## config.mk

```make
export PLATFORM = sky130hd
export DESIGN_NAME = stopwatch_gen
export DESIGN_NICKNAME = d
export VERILOG_FILES = /design/src/rtl/stopwatch_pkg.sv /design/src/rtl/stopwatch_gen_bcd_to_hex.sv /design/src/rtl/stopwatch_gen.sv
export SDC_FILE = /design/constraint.sdc
export NUM_CORES = 1
export LEC_CHECK = 0
export BUFFER_PORTS_ARGS = -buffer_cell sky130_fd_sc_hd__clkbuf_2
export CAP_MARGIN = 15
export CORE_MARGIN = 2
export CORE_UTILIZATION = 40
export CTS_BUF_LIST = sky130_fd_sc_hd__clkbuf_4
export DETAILED_ROUTE_END_ITERATION = 12
export PLACE_DENSITY = 0.65
export SYNTH_ARGS = -nofsm -noshare
export SYNTH_HDL_FRONTEND = slang
export SYNTH_SLANG_ARGS = --single-unit
export TNS_END_PERCENT = 50
```

## constraint.sdc

```tcl
create_clock -name clk100_i -period 3.4 [get_ports clk100_i]
set_input_delay 0.34 -clock clk100_i [delete_from_list [all_inputs] [get_ports clk100_i]]
set_output_delay 0.34 -clock clk100_i [all_outputs]
set_load 0.01 [all_outputs]
```

## src/rtl/stopwatch_pkg.sv

```systemverilog
// Shared types and constants for the parametrised BCD stopwatch.
// Segment patterns are active-low, ordered {g,f,e,d,c,b,a}.
package stopwatch_pkg;

  typedef enum logic [1:0] {
    ST_IDLE = 2'd0,
    ST_RUN  = 2'd1,
    ST_SET  = 2'd2
  } state_e;

  localparam logic [6:0] SEG_0   = 7'b1000000;
  localparam logic [6:0] SEG_1   = 7'b1111001;
  localparam logic [6:0] SEG_2   = 7'b0100100;
  localparam logic [6:0] SEG_3   = 7'b0110000;
  localparam logic [6:0] SEG_4   = 7'b0011001;
  localparam logic [6:0] SEG_5   = 7'b0010010;
  localparam logic [6:0] SEG_6   = 7'b0000010;
  localparam logic [6:0] SEG_7   = 7'b1111000;
  localparam logic [6:0] SEG_8   = 7'b0000000;
  localparam logic [6:0] SEG_9   = 7'b0010000;
  localparam logic [6:0] SEG_OFF = 7'b1111111;

  // Modulus of digit i: 6 where the mask bit is set, 10 otherwise.
  function automatic logic [3:0] digit_base(input logic [7:0] mask, input logic [2:0] i);
    return mask[i] ? 4'd6 : 4'd10;
  endfunction

endpackage

```

## src/rtl/stopwatch_gen_bcd_to_hex.sv

```systemverilog
// BCD digit to active-low seven-segment decoder; codes 10..15 blank the digit.
module bcd_to_hex
  import stopwatch_pkg::*;
(
  input  logic [3:0] bcd_i,
  output logic [6:0] hex_o
);

  always_comb begin
    hex_o = SEG_OFF;
    unique case (bcd_i)
      4'd0:    hex_o = SEG_0;
      4'd1:    hex_o = SEG_1;
      4'd2:    hex_o = SEG_2;
      4'd3:    hex_o = SEG_3;
      4'd4:    hex_o = SEG_4;
      4'd5:    hex_o = SEG_5;
      4'd6:    hex_o = SEG_6;
      4'd7:    hex_o = SEG_7;
      4'd8:    hex_o = SEG_8;
      4'd9:    hex_o = SEG_9;
      default: hex_o = SEG_OFF;
    endcase
  end

endmodule

```

## src/rtl/stopwatch_gen.sv

```systemverilog
// N-digit up/down BCD stopwatch with lap freeze, cursor-based digit entry and
// countdown-expiry pulse; raw active-low buttons in, active-low segments out.
module stopwatch_gen
  import stopwatch_pkg::*;
#(
  parameter int                CLK_FREQ_HZ = 100_000_000,
  parameter int                TICK_HZ     = 100,
  parameter int                DIGITS      = 4,
  parameter logic [DIGITS-1:0] MOD6_MASK   = 'b1000
) (
  input  logic                        clk100_i,
  input  logic                        rst_i,
  input  logic                        start_stop_i,
  input  logic                        set_i,
  input  logic                        change_i,
  input  logic                        lap_i,
  input  logic                        mode_i,
  output logic [7*DIGITS-1:0]         hex_o,
  output logic [4*DIGITS-1:0]         bcd_o,
  output logic                        running_o,
  output logic                        setting_o,
  output logic [$clog2(DIGITS)-1:0]   cursor_o,
  output logic                        lap_o,
  output logic                        done_o
);

  localparam int DIV = CLK_FREQ_HZ / TICK_HZ;
  localparam int PW  = (DIV > 1) ? $clog2(DIV) : 1;
  localparam int CW  = $clog2(DIGITS);
  localparam logic [7:0] MASK8 = 8'(MOD6_MASK);

  logic [3:0] btn_n;
  logic [3:0] ev;
  logic       ev_start, ev_set, ev_change, ev_lap;

  assign btn_n = {lap_i, change_i, set_i, start_stop_i};

  // Per-button 2-flop synchroniser plus a third flop for falling-edge detect.
  for (genvar b = 0; b < 4; b++) begin : g_btn
    logic s1_q, s2_q, s3_q;
    always_ff @(posedge clk100_i) begin
      if (rst_i) begin
        s1_q <= 1'b1;
        s2_q <= 1'b1;
        s3_q <= 1'b1;
      end else begin
        s1_q <= btn_n[b];
        s2_q <= s1_q;
        s3_q <= s2_q;
      end
    end
    assign ev[b] = s3_q & ~s2_q;
  end

  assign ev_start  = ev[0];
  assign ev_set    = ev[1];
  assign ev_change = ev[2];
  assign ev_lap    = ev[3];

  state_e              state_q, state_d;
  logic [4*DIGITS-1:0] cnt_q, cnt_d;
  logic [4*DIGITS-1:0] shown_q, shown_d;
  logic [CW-1:0]       cursor_q, cursor_d;
  logic [PW-1:0]       presc_q, presc_d;
  logic                lap_q, lap_d;
  logic                done_q, done_d;
  logic                dir_q, dir_d;

  logic [4*DIGITS-1:0] inc_v, dec_v;
  logic [3:0]          cur_dig, cur_base, chg_dig;
  logic                tick;

  // Ripple-carry increment and ripple-borrow decrement of the whole count.
  always_comb begin
    logic carry;
    logic borrow;
    inc_v  = cnt_q;
    dec_v  = cnt_q;
    carry  = 1'b1;
    borrow = 1'b1;
    for (int i = 0; i < DIGITS; i++) begin
      if (carry) begin
        if (cnt_q[4*i +: 4] >= digit_base(MASK8, 3'(i)) - 4'd1) begin
          inc_v[4*i +: 4] = 4'd0;
        end else begin
          inc_v[4*i +: 4] = cnt_q[4*i +: 4] + 4'd1;
          carry = 1'b0;
        end
      end
      if (borrow) begin
        if (cnt_q[4*i +: 4] == 4'd0) begin
          dec_v[4*i +: 4] = digit_base(MASK8, 3'(i)) - 4'd1;
        end else begin
          dec_v[4*i +: 4] = cnt_q[4*i +: 4] - 4'd1;
          borrow = 1'b0;
        end
      end
    end
  end

  always_comb begin
    cur_dig  = cnt_q[4*cursor_q +: 4];
    cur_base = digit_base(MASK8, 3'(cursor_q));
    chg_dig  = (cur_dig >= cur_base - 4'd1) ? 4'd0 : cur_dig + 4'd1;
  end

  assign tick = (state_q == ST_RUN) && (presc_q == PW'(DIV - 1));

  always_comb begin
    state_d  = state_q;
    cnt_d    = cnt_q;
    cursor_d = cursor_q;
    presc_d  = presc_q;
    lap_d    = lap_q;
    done_d   = 1'b0;
    dir_d    = dir_q;
    unique case (state_q)
      ST_IDLE: begin
        if (ev_start) begin
          dir_d   = mode_i;
          presc_d = '0;
          // A countdown from zero has nothing to do; stay put silently.
          if (!(mode_i && (cnt_q == '0))) state_d = ST_RUN;
        end else if (ev_set) begin
          state_d  = ST_SET;
          cursor_d = CW'(DIGITS - 1);
        end
      end
      ST_RUN: begin
        presc_d = tick ? '0 : presc_q + 1'b1;
        if (tick) begin
          cnt_d = dir_q ? dec_v : inc_v;
          if (dir_q && (dec_v == '0)) begin
            state_d = ST_IDLE;
            done_d  = 1'b1;
            lap_d   = 1'b0;
          end
        end
        if (ev_start) begin
          state_d = ST_IDLE;
          lap_d   = 1'b0;
        end else if (ev_lap && (state_d == ST_RUN)) begin
          lap_d = ~lap_q;
        end
      end
      ST_SET: begin
        if (ev_set) begin
          if (cursor_q == '0) state_d = ST_IDLE;
          else                cursor_d = cursor_q - 1'b1;
        end else if (ev_change) begin
          cnt_d[4*cursor_q +: 4] = chg_dig;
        end
      end
      default: state_d = ST_IDLE;
    endcase
    shown_d = lap_d ? shown_q : cnt_d;
  end

  always_ff @(posedge clk100_i) begin
    if (rst_i) begin
      state_q  <= ST_IDLE;
      cnt_q    <= '0;
      shown_q  <= '0;
      cursor_q <= '0;
      presc_q  <= '0;
      lap_q    <= 1'b0;
      done_q   <= 1'b0;
      dir_q    <= 1'b0;
    end else begin
      state_q  <= state_d;
      cnt_q    <= cnt_d;
      shown_q  <= shown_d;
      cursor_q <= cursor_d;
      presc_q  <= presc_d;
      lap_q    <= lap_d;
      done_q   <= done_d;
      dir_q    <= dir_d;
    end
  end

  for (genvar i = 0; i < DIGITS; i++) begin : g_dec
    bcd_to_hex u_dec (
      .bcd_i (shown_q[4*i +: 4]),
      .hex_o (hex_o[7*i +: 7])
    );
  end

  assign bcd_o     = shown_q;
  assign running_o = (state_q == ST_RUN);
  assign setting_o = (state_q == ST_SET);
  assign cursor_o  = cursor_q;
  assign lap_o     = lap_q;
  assign done_o    = done_q;

endmodule
```

==> Word level (Yosys, flattened, before mapping) <==
Memory sizes are Yosys's and may differ from the RTL's. A register that Yosys moved wholly into a read port is not among the register bits.
Index checks and enable logic that the tools add are counted.
{ "totals": {"register_bits": 71, "rom_bits": 448, "inputBits": 7, "output_inout_bits": 50, "n_memories": 4} }
{ "op_classes": {"n_addsub": 13, "n_lt_le_gt_ge": 6, "n_eq_ne": 12, "shifts": 3, "n_mux": 66, "bitwise": 11, "n_reduce_logical": 19} }
{ "mem_list": {"columns": ["name", "words", "width", "read_ports", "rd_ports_with_merged_regs", "write_ports", "line_no", "source"], "rows": [
  ["(no name shown)", 16, 7, 1, 1, 0, "stopwatch_gen_bcd_to_hex.sv:11", "unique case (bcd_i)"],
  ["(no name shown)", 16, 7, 1, 1, 0, "stopwatch_gen_bcd_to_hex.sv:11", null],
  ["(no name shown)", 16, 7, 1, 1, 0, "stopwatch_gen_bcd_to_hex.sv:11", null],
  ["(no name shown)", 16, 7, 1, 1, 0, "stopwatch_gen_bcd_to_hex.sv:11", null]
]} }
{ "ops": {"columns": ["op", "count"], "rows": [
  ["$mux W4", 24],
  ["$mux W16", 4],
  ["$mux W20", 2],
  ["$pmux W20 S2", 1],
  ["$neg A4 Y34", 1],
  ["$shift A4 B34 Y16 const A", 1],
  ["$shiftx A4 B34 Y16", 1],
  ["$logic_not A16 Y1", 2],
  ["$pmux W16 S2", 1],
  ["$mux W2", 13],
  ["$add A20 B1 Y20 const B", 1],
  ["$add A4 B1 Y4 const B", 5],
  ["$eq A20 B20 Y1 const B", 1],
  ["$sub A4 B1 Y4 const B", 5],
  ["$mux W1", 17],
  ["$bwmux W16", 1],
  ["$logic_not A4 Y1", 4],
  ["$shiftx A16 B5 Y4", 1],
  ["$ge A4 B4 Y1 const B", 3],
  ["$ne A2 B2 Y1 const B", 4],
  ["$not A1 Y1", 7],
  ["$ne A3 B3 Y1 const B", 2],
  ["$pmux W2 S3", 1],
  ["$reduce_and A5 Y1", 1],
  ["other kinds (16)", 27]
]} }

==> Depth between registers and ports, before layout <==
Gate-level depths: netlist of the first run.
{ "depth": {"ltp_word": 17, "depth_mapped": 17, "depth_no_buf": 13} }

==> Modules after synthesis <==
Synthesis of the first run repeated with hierarchy kept, for this count alone.
{ "hier_totals": {"cells_unflattened": 703, "hier_area_um2": 5569.1} }
{ "modules_own_cells": {"columns": ["mod", "n_inst", "cells_each", "area_each_um2", "seq_area_each_um2"], "rows": [
  ["stopwatch_gen", 1, 573, 4738.3, 1421.4],
  ["bcd_to_hex at g_dec[0].u_dec ...", 3, 33, 210.2, 0.0],
  ["bcd_to_hex at g_dec[1].u_dec", 1, 31, 200.2, 0.0]
]} }

==> Least setup slack after synthesis of the first run <==
OpenSTA, ideal clock, no wires.
{ "synth_path": {"path_type": "register to register", "startpoint": "register cursor_q[0], in the netlist cursor_o[0]", "endpoint": "register g_dec[0].u_dec.hex_o[4] (netlist name)", "t_arrival_ns": 3.515, "required_time_ns": 3.321, "setup_slack_ns": -0.194, "stages_incl_launch_ff": 15, "path_buffers": 2, "period_less_slack_ns": 3.594, "path_cell_list": "dfxtp_1 clkbuf_1 mux4_2 inv_1 ha_1 inv_1 o311ai_2 buf_4 nand4_1 a31oi_1 o22a_1 inv_1 ha_1 mux2_2 a22oi_1"} }
{ "synth_via": {"elab_chain_len": 13, "word_cells_on_any_way": 17} }
{ "synth_lines": {"columns": ["element", "line_no", "source"], "rows": [
  ["from (decl)", "stopwatch_gen.sv:63", "logic [CW-1:0] cursor_q, cursor_d;"],
  ["from (signal assigned)", "stopwatch_gen.sv:173", "cursor_q <= cursor_d;"],
  ["$bmux W1 S2", "stopwatch_pkg.sv:25", "return mask[i] ? 4'd6 : 4'd10;"],
  ["$mux W1 (implied by the code)", "stopwatch_pkg.sv:25", null],
  ["$mux W4", "stopwatch_pkg.sv:25", null],
  ["$sub A4 B1 Y4", "stopwatch_gen.sv:104", "chg_dig = (cur_dig >= cur_base - 4'd1) ? 4'd0 : cur_dig + 4'd1;"],
  ["$ge A4 B4 Y1", "stopwatch_gen.sv:104", null],
  ["$mux W4", "stopwatch_gen.sv:104", null],
  ["$shiftx A4 B34 Y16", "stopwatch_gen.sv:151", "cnt_d[4*cursor_q +: 4] = chg_dig;"],
  ["$bwmux W16 (*)", "stopwatch_gen.sv:151", null],
  ["$mux W16 (*)", "stopwatch_gen.sv:150", "end else if (ev_change) begin"],
  ["$mux W16 (*)", "stopwatch_gen.sv:147", "if (ev_set) begin"],
  ["$pmux W16 S2 (*)", "stopwatch_gen.sv:117", "unique case (state_q)"],
  ["$mux W4 (no line) (*) (2 in series)", null, null]
]} }
Every way passes the cells marked *; elsewhere a longest branch is shown, timed or not. The select of a mux whose other input is x is not followed.
A chain may end at the register's enable or synchronous reset.

==> Worst setup path in the final report of the first run <==
{ "layout_path": {"startpoint": "register cnt_q[1]", "endpoint": "register g_dec[2].u_dec.hex_o[4] (netlist name)"} }
{ "layout_via": {"elab_chain_len": 17, "word_cells_on_any_way": 38} }
{ "layout_lines": {"columns": ["element", "line_no", "source"], "rows": [
  ["from (decl)", "stopwatch_gen.sv:61", "logic [4*DIGITS-1:0] cnt_q, cnt_d;"],
  ["from (signal assigned)", "stopwatch_gen.sv:171", "cnt_q <= cnt_d;"],
  ["parallel branches: the longest is 15 deep, another holds $add A4 B1 Y4", null, null],
  ["$mux W4 (no line) (*) (2 in series)", null, null]
]} }
Mark *: on every way between the ends. The select of a mux whose other input is x is not followed.

==> results.yml, run 1 <==
global_route:
  grt_pass1_vias: 6121
  grt_usage: 0.2364
  grt-ovfl-total: 0
  antenna_found_initial: 1
  grt_pass1_wl_um: 32920
  grt_max_degree: 25
yosys:
  synth_top_family_by_area: "simple AND/OR/NAND/NOR gates"
  yosys.area_share.simple: 0.2343
  synthArstFlopShare: 0
  synth.most_common_cell: "dfxtp_1"
  synth.avg_cell_area_um2: 8.465
  synth_edf_count: 0
  synth.top_cells.by_area: "dfxtp_1, ha_1, a21oi_1"
  synth_top_area_share: 0.3037
  synthXorXnorAreaFrac: 0.02013
  synth_cells: 771
  synth_mux_area_frac: 0.05886
  ys_types: 91
  syn_nets: 825
  ys_dominant_reg_cell: "dfxtp_1"
  yosys.area_share.adder: 0.09011
  synth_top_area_cell: "dfxtp_1"
  synth_compound_area_frac: 0.2304
  seq_area_frac_synth: 0.3037
  synth_seq_cells: 99
  yosys-top-cells-count: "dfxtp_1, inv_1, nor2_1"
  yosys_warnings: 0
  synth_area_um2: 6526
finish:
  final_cells: 1140
  fillers: 1570
  areaGrowthSynthToFinish_pct: 24.64
  nNetsFinal: 972
  drive_above_1_share: 0.3012
critical_path:
  crit_type: "reg -> reg"
  critPathArrivalTime_ns: 3.81
  cp-end-kind: "flop"
  cp.required_ns: 3.84
  cp_max_fo: 6
  reg2reg_depth: 16
  startpoint_type: "flop"
clocking:
  cts_tree: "yes"
  cts-root-buf: "clkbuf_4"
  cts_max_path_buffers: 2
  cts_buffers: 9
  cts_num_sinks: 99
  clkLatencyLatePin_ns: 0.52
  clkSlewWorstSetupHoldPaths_ns: 0.17
  htree_levels: 3
timing:
  final_hold_viol_count: 0
  max_slew_margin: 0.5790
  fin_worst_skew_ns: 0.02252
  fin_ws_ns: 0.02665
  drv_slew: 0
  finalCriticalPeriod_ns: 3.373
  worstMarginPinSlew_ns: 0.6292
  post-route-period-util: 0.9922
  setup_viol: 0
  rsz0062_at_grt: "yes"
  fmax_mhz: 296.4
floorplanning:
  io_pins: 57
  initial_core_util: 0.4094
  die-area_um2: 17350
  dieHeight_um: 131.7
  core_area_um2: 15940
  num_rows: 46
  die_w_um: 131.7
pwr:
  leakagePower_nw: 3.461
  p_total_mw: 2.194
  pwr_density_cell_nw_per_um2: 269.8
  ir_worst_vdd_v: 0.0001485
drt:
  vias: 6578
  via_per_inst: 5.770
  routed_wl_um: 20710
  routedWlPerCell_um: 18.16
  first_pass_iters: 6
  antenna_left: 0
  drc_errors: 0
  drtIter0Drc: 732
hold_path:
  hold_depth: 3
  hold_class: "in -> reg"
place:
  dp_hpwl_um: 15930
  placed_cells: 1112
  gp_congestion: 0.9741
  post-place-ws_ns: -0.09638
  portBuffers: 56
run_status:
  status: "finished, final reports clean"
run:
  drv_cap: 0
## metal layers
metal,vias up,track usage,share of wire
li1,3147,-,-
met1,3080,0.3328,0.45
met2,291,0.3537,0.43
met3,60,0.03768,0.075
met4,0,0.1123,0.042
met5,-,0,0
## cells by family after synthesis
logic type | count (synthesis)
and+or+nand+nor | 273
adders and majority gates | 47
buffers and inverters | 101
DFF | 99
xor gates and xnor gates | 15
muxes | 30
AOI/OAI and AO/OA | 206
## power by group
part           switching (mW)  total, mW  internal [mW]
logic                   0.211      0.357          0.146
registers              0.0208       1.21           1.19
clock network           0.466      0.628          0.162
total                   0.697       2.19           1.50
## cell type report
cell class	count	area, um2	share of cell area
Timing Repair Buffer	180	1241	0.1526
Clock inverter	7	60.06	0.007383
Sequential cell	99	1992	0.2449
Inverter	57	216.5	0.02661
Clock buffer	9	67.56	0.008306
Tap cell	216	270.3	0.03323
Antenna cell	1	2.502	0.0003076
Multi-Input combinational cell	571	4284	0.5267
## worst paths after layout
path,startpoint,endpoint,slack [ns]
setup / recovery,cnt_q[1],g_dec[2].u_dec.hex_o[4],0.03
hold / removal,mode_i,dir_q,0.10
setup reg to reg,cnt_q[1],g_dec[2].u_dec.hex_o[4],0.03
hold reg to reg,g_btn[0].s1_q,g_btn[0].s2_q,0.42
## timing repair
| action | in CTS | in global routing |
|---|---|---|
| endpoints found under the setup margin | 9 | 27 |
| gates cloned | 0 | 1 |
| pin swaps | 1 | 12 |
| setup buffers | 1 | 5 |
| endpoints found under the hold margin | 4 | 0 |
| resized for setup | 2 | 26 |
| hold buffers | 4 | 0 |
## cell usage in the layout (no fill, tap or decap), types with 6 or more instances in the layout
master    instances
o22ai_1           7
nor2b_1          11
a31oi_1          11
nand4_1          19
and2_1            7
dfxtp_2           8
a32oi_1           6
mux4_2            6
clkbuf_2         56
a21oi_1          41
inv_1            51
or3_1             7
o21ai_0          37
and3_1           12
o211ai_1         12
clkbuf_4          9
buf_4           117
xor2_1           10
nand2_1          49
nand3_1          27
mux2_2            7
ha_1             43
or2_2            15
dfxtp_1          91
nand2b_1         12
nor3_1           13
nor2_1           50
a211oi_1          7
mux2i_1          17
a311oi_1          7
## flip-flops by register name, summed over array words and instances, names as in the netlist, 2 cells and up
signal             cells
cursor_o               2
bcd_o                 16
g_btn.s3_q             4
presc_q               20
g_btn.s2_q             4
state_q                2
g_btn.s1_q             4
g_dec.u_dec.hex_o     28
cnt_q                 16
## critical path: stages (launching register included)
cell,delay [ns]
dfxtp_1,0.36
inv_1,0.08
ha_4,0.19
buf_4,0.13
nor3b_1,0.14
buf_4,0.17
nor4_2,0.26
buf_4,0.19
buf_4,0.11
nor2_1,0.03
o31ai_1,0.35
o221ai_1,0.29
o211ai_1,0.30
buf_4,0.19
ha_2,0.21
nand2b_4,0.05
mux2_2,0.25
## per-stage QoR
stage	cell area (um2)	TNS, ns	hold WS [ns]	util
floorplan	6563	-0.001655	0.3895	-
global placement	7779	-0.09733	0.3922	0.4879
detailed placement	7779	-0.2212	0.3965	0.4879
CTS	7964	0	0.07195	0.4995
global route	8134	-0.2939	0.1288	0.5102
finish	8134	0	0.1003	0.5102
Note: power is estimated with default switching activity, not from simulation.
==> run 2, diff against run 1 <==
- PLACE_DENSITY: 0.65 -> 0.63
- clock period: 3.4 -> 3.29 ns (I/O delays scaled with it)
==> results.yml, run 2 (same netlist as run 1, synthesis figures left out) <==
run_status:
  status: "finished, violations left"
  failed_checks: "negative setup slack"
clocking:
  htree_levels: 3
  cts_max_path_buffers: 2
  cts-root-buf: "clkbuf_4"
  clkSlewWorstSetupHoldPaths_ns: 0.17
  cts_buffers: 9
  cts_tree: "yes"
  clkLatencyLatePin_ns: 0.50
  cts_num_sinks: 99
timing:
  max_slew_margin: 0.5356
  rsz0062_at_grt: "yes"
  worstMarginPinSlew_ns: 0.6893
  final_hold_viol_count: 0
  tns_ns: -0.07215
  finalCriticalPeriod_ns: 3.312
  fmax_mhz: 301.9
  drv_slew: 0
  post-route-period-util: 1.007
  fin_worst_skew_ns: 0.03250
  setup_viol: 6
  fin_ws_ns: -0.02214
pwr:
  ir_worst_vdd_v: 0.0001929
  pwr_density_cell_nw_per_um2: 271.7
  p_total_mw: 2.322
  leakagePower_nw: 3.620
global_route:
  antenna_found_initial: 2
  grt-ovfl-total: 0
  grt_pass1_vias: 6165
  grt_pass1_wl_um: 32640
  grt_usage: 0.2330
  grt_max_degree: 21
floorplanning:
  die_w_um: 131.7
  die-area_um2: 17350
  io_pins: 57
  num_rows: 46
  dieHeight_um: 131.7
  core_area_um2: 15940
  initial_core_util: 0.4094
drt:
  via_per_inst: 5.718
  drc_errors: 0
  routed_wl_um: 20830
  first_pass_iters: 7
  routedWlPerCell_um: 17.94
  vias: 6639
  drtIter0Drc: 678
  antenna_left: 0
finish:
  layout_common_cells: "buf_4, dfxtp_1, clkbuf_2"
  final_cells: 1161
  drive_above_1_share: 0.3415
  largest_register_ffs: 28
  layout_commonest_cell: "buf_4"
  areaGrowthSynthToFinish_pct: 30.96
  final_cell_area_um2: 8547
  nNetsFinal: 992
place:
  portBuffers: 56
  gp_congestion: 0.9963
  placed_area_um2: 7935
  post-place-ws_ns: -0.04598
  dp_hpwl_um: 15540
  placed_cells: 1120
hold_path:
  hold_depth: 3
  hold_class: "in -> reg"
  min_to: "dir_q"
  min_from: "mode_i"
critical_path:
  reg2reg_depth: 12
  rr_startpoint: "cnt_q[9]"
  cp.required_ns: 3.74
  cp_slowest_cell: "a2111oi_4"
  rr_endpoint: "g_dec[0].u_dec.hex_o[4]"
  cp_max_fo: 5
  critPathArrivalTime_ns: 3.76
  crit_chain: "inv_4 > ha_4 > or3b_4 > or3_4 > a2111oi_4 > o2111ai_4 > o21ai_4 > o22a_4 > inv_1 > ha_1 > mux2_2 > a22oi_1"
  startpoint_type: "flop"
  cp-end-kind: "flop"
  r2r_setup_slack_ns: -0.02
  cpPeakStageDelay_ns: 0.48
  crit_type: "reg -> reg"
run:
  drv_cap: 0
run 2: worst max-delay path, delay by kind of cell, from the launching register on:
family | cells | cell delay [ns]
DFF | 1 | 0.39
adders and majority gates | 2 | 0.35
buffers and inverters | 2 | 0.13
muxes | 1 | 0.27
and+or+nand+nor | 2 | 0.76
AOI/OAI and AO/OA | 5 | 1.36
run 2: how the worst max path moves through the flow:
stage	slack, ns	end	start
6_report	-0.02	g_dec[0].u_dec.hex_o[4]	cnt_q[9]
5_1_grt	-0.15	g_dec[1].u_dec.hex_o[3]	cnt_q[9]
4_1_cts	-0.03	g_dec[3].u_dec.hex_o[5]	cnt_q[8]
3_5_place_dp	-0.05	g_dec[0].u_dec.hex_o[6]	cnt_q[0]
3_3_place_gp	0.01	g_dec[2].u_dec.hex_o[4]	cnt_q[9]
2_1_floorplan	-0.05	g_dec[2].u_dec.hex_o[4]	cnt_q[8]
run 2: stage by stage:
stage / utilization / hold slack (ns)
after floorplan: - / 0.3895
after global placement: 0.4977 / 0.3910
after detailed placement: 0.4977 / 0.3933
after CTS: 0.5132 / 0.1509
after global routing: 0.5361 / 0.1653
final: 0.5361 / 0.2028
run 2: report_power, final:
part / leakage (nW) / switching, mW / total [mW] / internal [mW]
combinational: 2.73 / 0.223 / 0.381 / 0.158
sequential: 0.806 / 0.0188 / 1.25 / 1.23
clock: 0.0805 / 0.447 / 0.695 / 0.248
total: 3.62 / 0.689 / 2.32 / 1.63
run 2: timing repair:
item,in CTS,in global routing
buffers inserted,2,15
hold endpoints to repair,4,0
gates resized for setup,7,58
endpoints found under the setup margin,17,30
pin swaps,3,39
hold buffers,4,0
gates cloned,0,2
run 2: area by class of cell:
cell class / count / area (um2)
clock buffer: 10 / 75.07
inverter: 57 / 221.5
tap: 216 / 270.3
clock inverter: 6 / 71.32
timing repair buffer: 200 / 1484
antenna: 2 / 5.005
fill: 1483 / 7396
multi-input combinational: 571 / 4424
sequential: 99 / 1996
run 2: per-layer routing:
metal / share of wire / vias up / global-route usage
met5: 0 / - / 0
met4: 0.042 / 0 / 0.1081
met3: 0.074 / 61 / 0.04575
met2: 0.43 / 294 / 0.3502
met1: 0.45 / 3103 / 0.3223
li1: - / 3181 / -
==> run 3, diff against run 2 <==
- PLACE_DENSITY: 0.63 -> not set
- PLACE_DENSITY_LB_ADDON: not set -> 0.12
==> results.yml, run 3 (same netlist as run 1, synthesis figures left out) <==
run_status:
  status: "finished, violations left"
  failed_checks: "negative setup slack"
finish:
  final_cell_area_um2: 8703
  finish.utilization: 0.5459
  layout_common_cells: "buf_4, dfxtp_1, clkbuf_2"
  drive_above_1_share: 0.3651
  layout_commonest_cell: "buf_4"
  areaGrowthSynthToFinish_pct: 33.36
  nNetsFinal: 994
  final_cells: 1162
  largest_register_ffs: 28
clocking:
  cts_max_path_buffers: 2
  cts_num_sinks: 99
  clkSlewWorstSetupHoldPaths_ns: 0.18
  clkLatencyLatePin_ns: 0.50
  cts-root-buf: "clkbuf_4"
  cts_tree: "yes"
  htree_levels: 3
  cts_buffers: 9
place:
  post-place-ws_ns: -0.2179
  placed_area_um2: 7923
  portBuffers: 56
  gp_congestion: 0.9737
  placed_cells: 1125
  dp_hpwl_um: 17290
critical_path:
  cpPeakStageDelay_ns: 0.47
  startpoint_type: "flop"
  cp-end-kind: "flop"
  crit_chain: "inv_4 > ha_4 > or3b_4 > or3_4 > a2111oi_4 > o2111ai_4 > o21ai_4 > inv_4 > buf_4 > o22ai_4 > inv_4 > nor3b_4 > nor2_1"
  cp_max_fo: 7
  critPathArrivalTime_ns: 3.70
  crit_top_cell: "inv_4"
  cp_slowest_cell: "a2111oi_4"
  cp.required_ns: 3.68
  crit_type: "reg -> reg"
drt:
  routed-wl-met2_um: 10990
  met3_length_um: 1134
  drtIter0Drc: 543
  antenna_left: 0
  highest_layer: "met4"
  vias: 6666
  met1Wirelength_um: 10240
  routedWlPerCell_um: 19.57
  routed_wl_um: 22750
  drc_errors: 0
  first_pass_iters: 5
  via_per_inst: 5.737
timing:
  tns_ns: -0.03402
  post-route-period-util: 1.006
  fmax_mhz: 302.1
  worstMarginPinSlew_ns: 0.5895
  drv_slew: 0
  max_slew_margin: 0.6070
  hold_slack_ns: 0.1565
  final_hold_viol_count: 0
  rsz0062_at_grt: "yes"
  finalCriticalPeriod_ns: 3.311
  fin_worst_skew_ns: 0.03353
  fin_ws_ns: -0.02059
  setup_viol: 5
global_route:
  grt-ovfl-total: 0
  grt_usage: 0.2560
  grt_pass1_wl_um: 35660
  antenna_found_initial: 1
  grt_pass1_vias: 6558
  grt_max_degree: 24
pwr:
  ir_worst_vdd_v: 0.0001794
  pwr_density_cell_nw_per_um2: 283.4
  p_total_mw: 2.466
  leakagePower_nw: 3.623
floorplanning:
  core_area_um2: 15940
  die-area_um2: 17350
  dieHeight_um: 131.7
  num_rows: 46
  initial_core_util: 0.4094
  die_w_um: 131.7
  io_pins: 57
hold_path:
  hold_class: "in -> reg"
run:
  drv_cap: 0
[run 3: path summary, 6_finish.rpt]
kind / cells past startpoint / start / slack, ns / end
worst min-delay path: 3 / mode_i / 0.16 / dir_q
worst max-delay path: 13 / cnt_q[8] / -0.02 / g_dec[0].u_dec.hex_o[2]
worst min register to register: 1 / g_btn[1].s1_q / 0.43 / g_btn[1].s2_q
worst max register to register: 13 / cnt_q[8] / -0.02 / g_dec[0].u_dec.hex_o[2]
[run 3: layout make-up]
| class | instances | area (um2) |
|---|---|---|
| diodes | 1 | 2.502 |
| clock buffers | 9 | 67.56 |
| clock inverters | 7 | 117.6 |
| fillers | 1490 | 7239 |
| inverters | 57 | 229.0 |
| multi-input cells | 571 | 4567 |
| flip-flops and latches | 99 | 1997 |
| well taps | 216 | 270.3 |
| repair buffers | 202 | 1453 |
[run 3: worst max-delay path, delay by kind of cell, from the launching register on]
kind	cells	cell delay (ns)
flops	1	0.41
simple gates	4	1.19
fa+ha+maj	1	0.12
buf+inv	4	0.38
compound gates	4	1.10
[run 3: power breakdown]
| group | internal, mW | switching, mW |
|---|---|---|
| sequential | 1.23 | 0.0186 |
| combinational | 0.160 | 0.236 |
| clock | 0.330 | 0.495 |
[run 3: timing repair]
action	in CTS	in global routing
setup buffers	5	11
resized for setup	10	90
gates cloned	1	0
hold endpoints to repair	4	0
endpoints found under the setup margin	25	28
pin swaps	6	31
hold buffers	4	0
[run 3: per-layer routing]
metal | global-route usage | vias to the layer above
met4 | 0.07186 | 0
li1 | - | 3181
met3 | 0.03652 | 30
met2 | 0.4348 | 207
met5 | 0 | -
met1 | 0.3401 | 3248
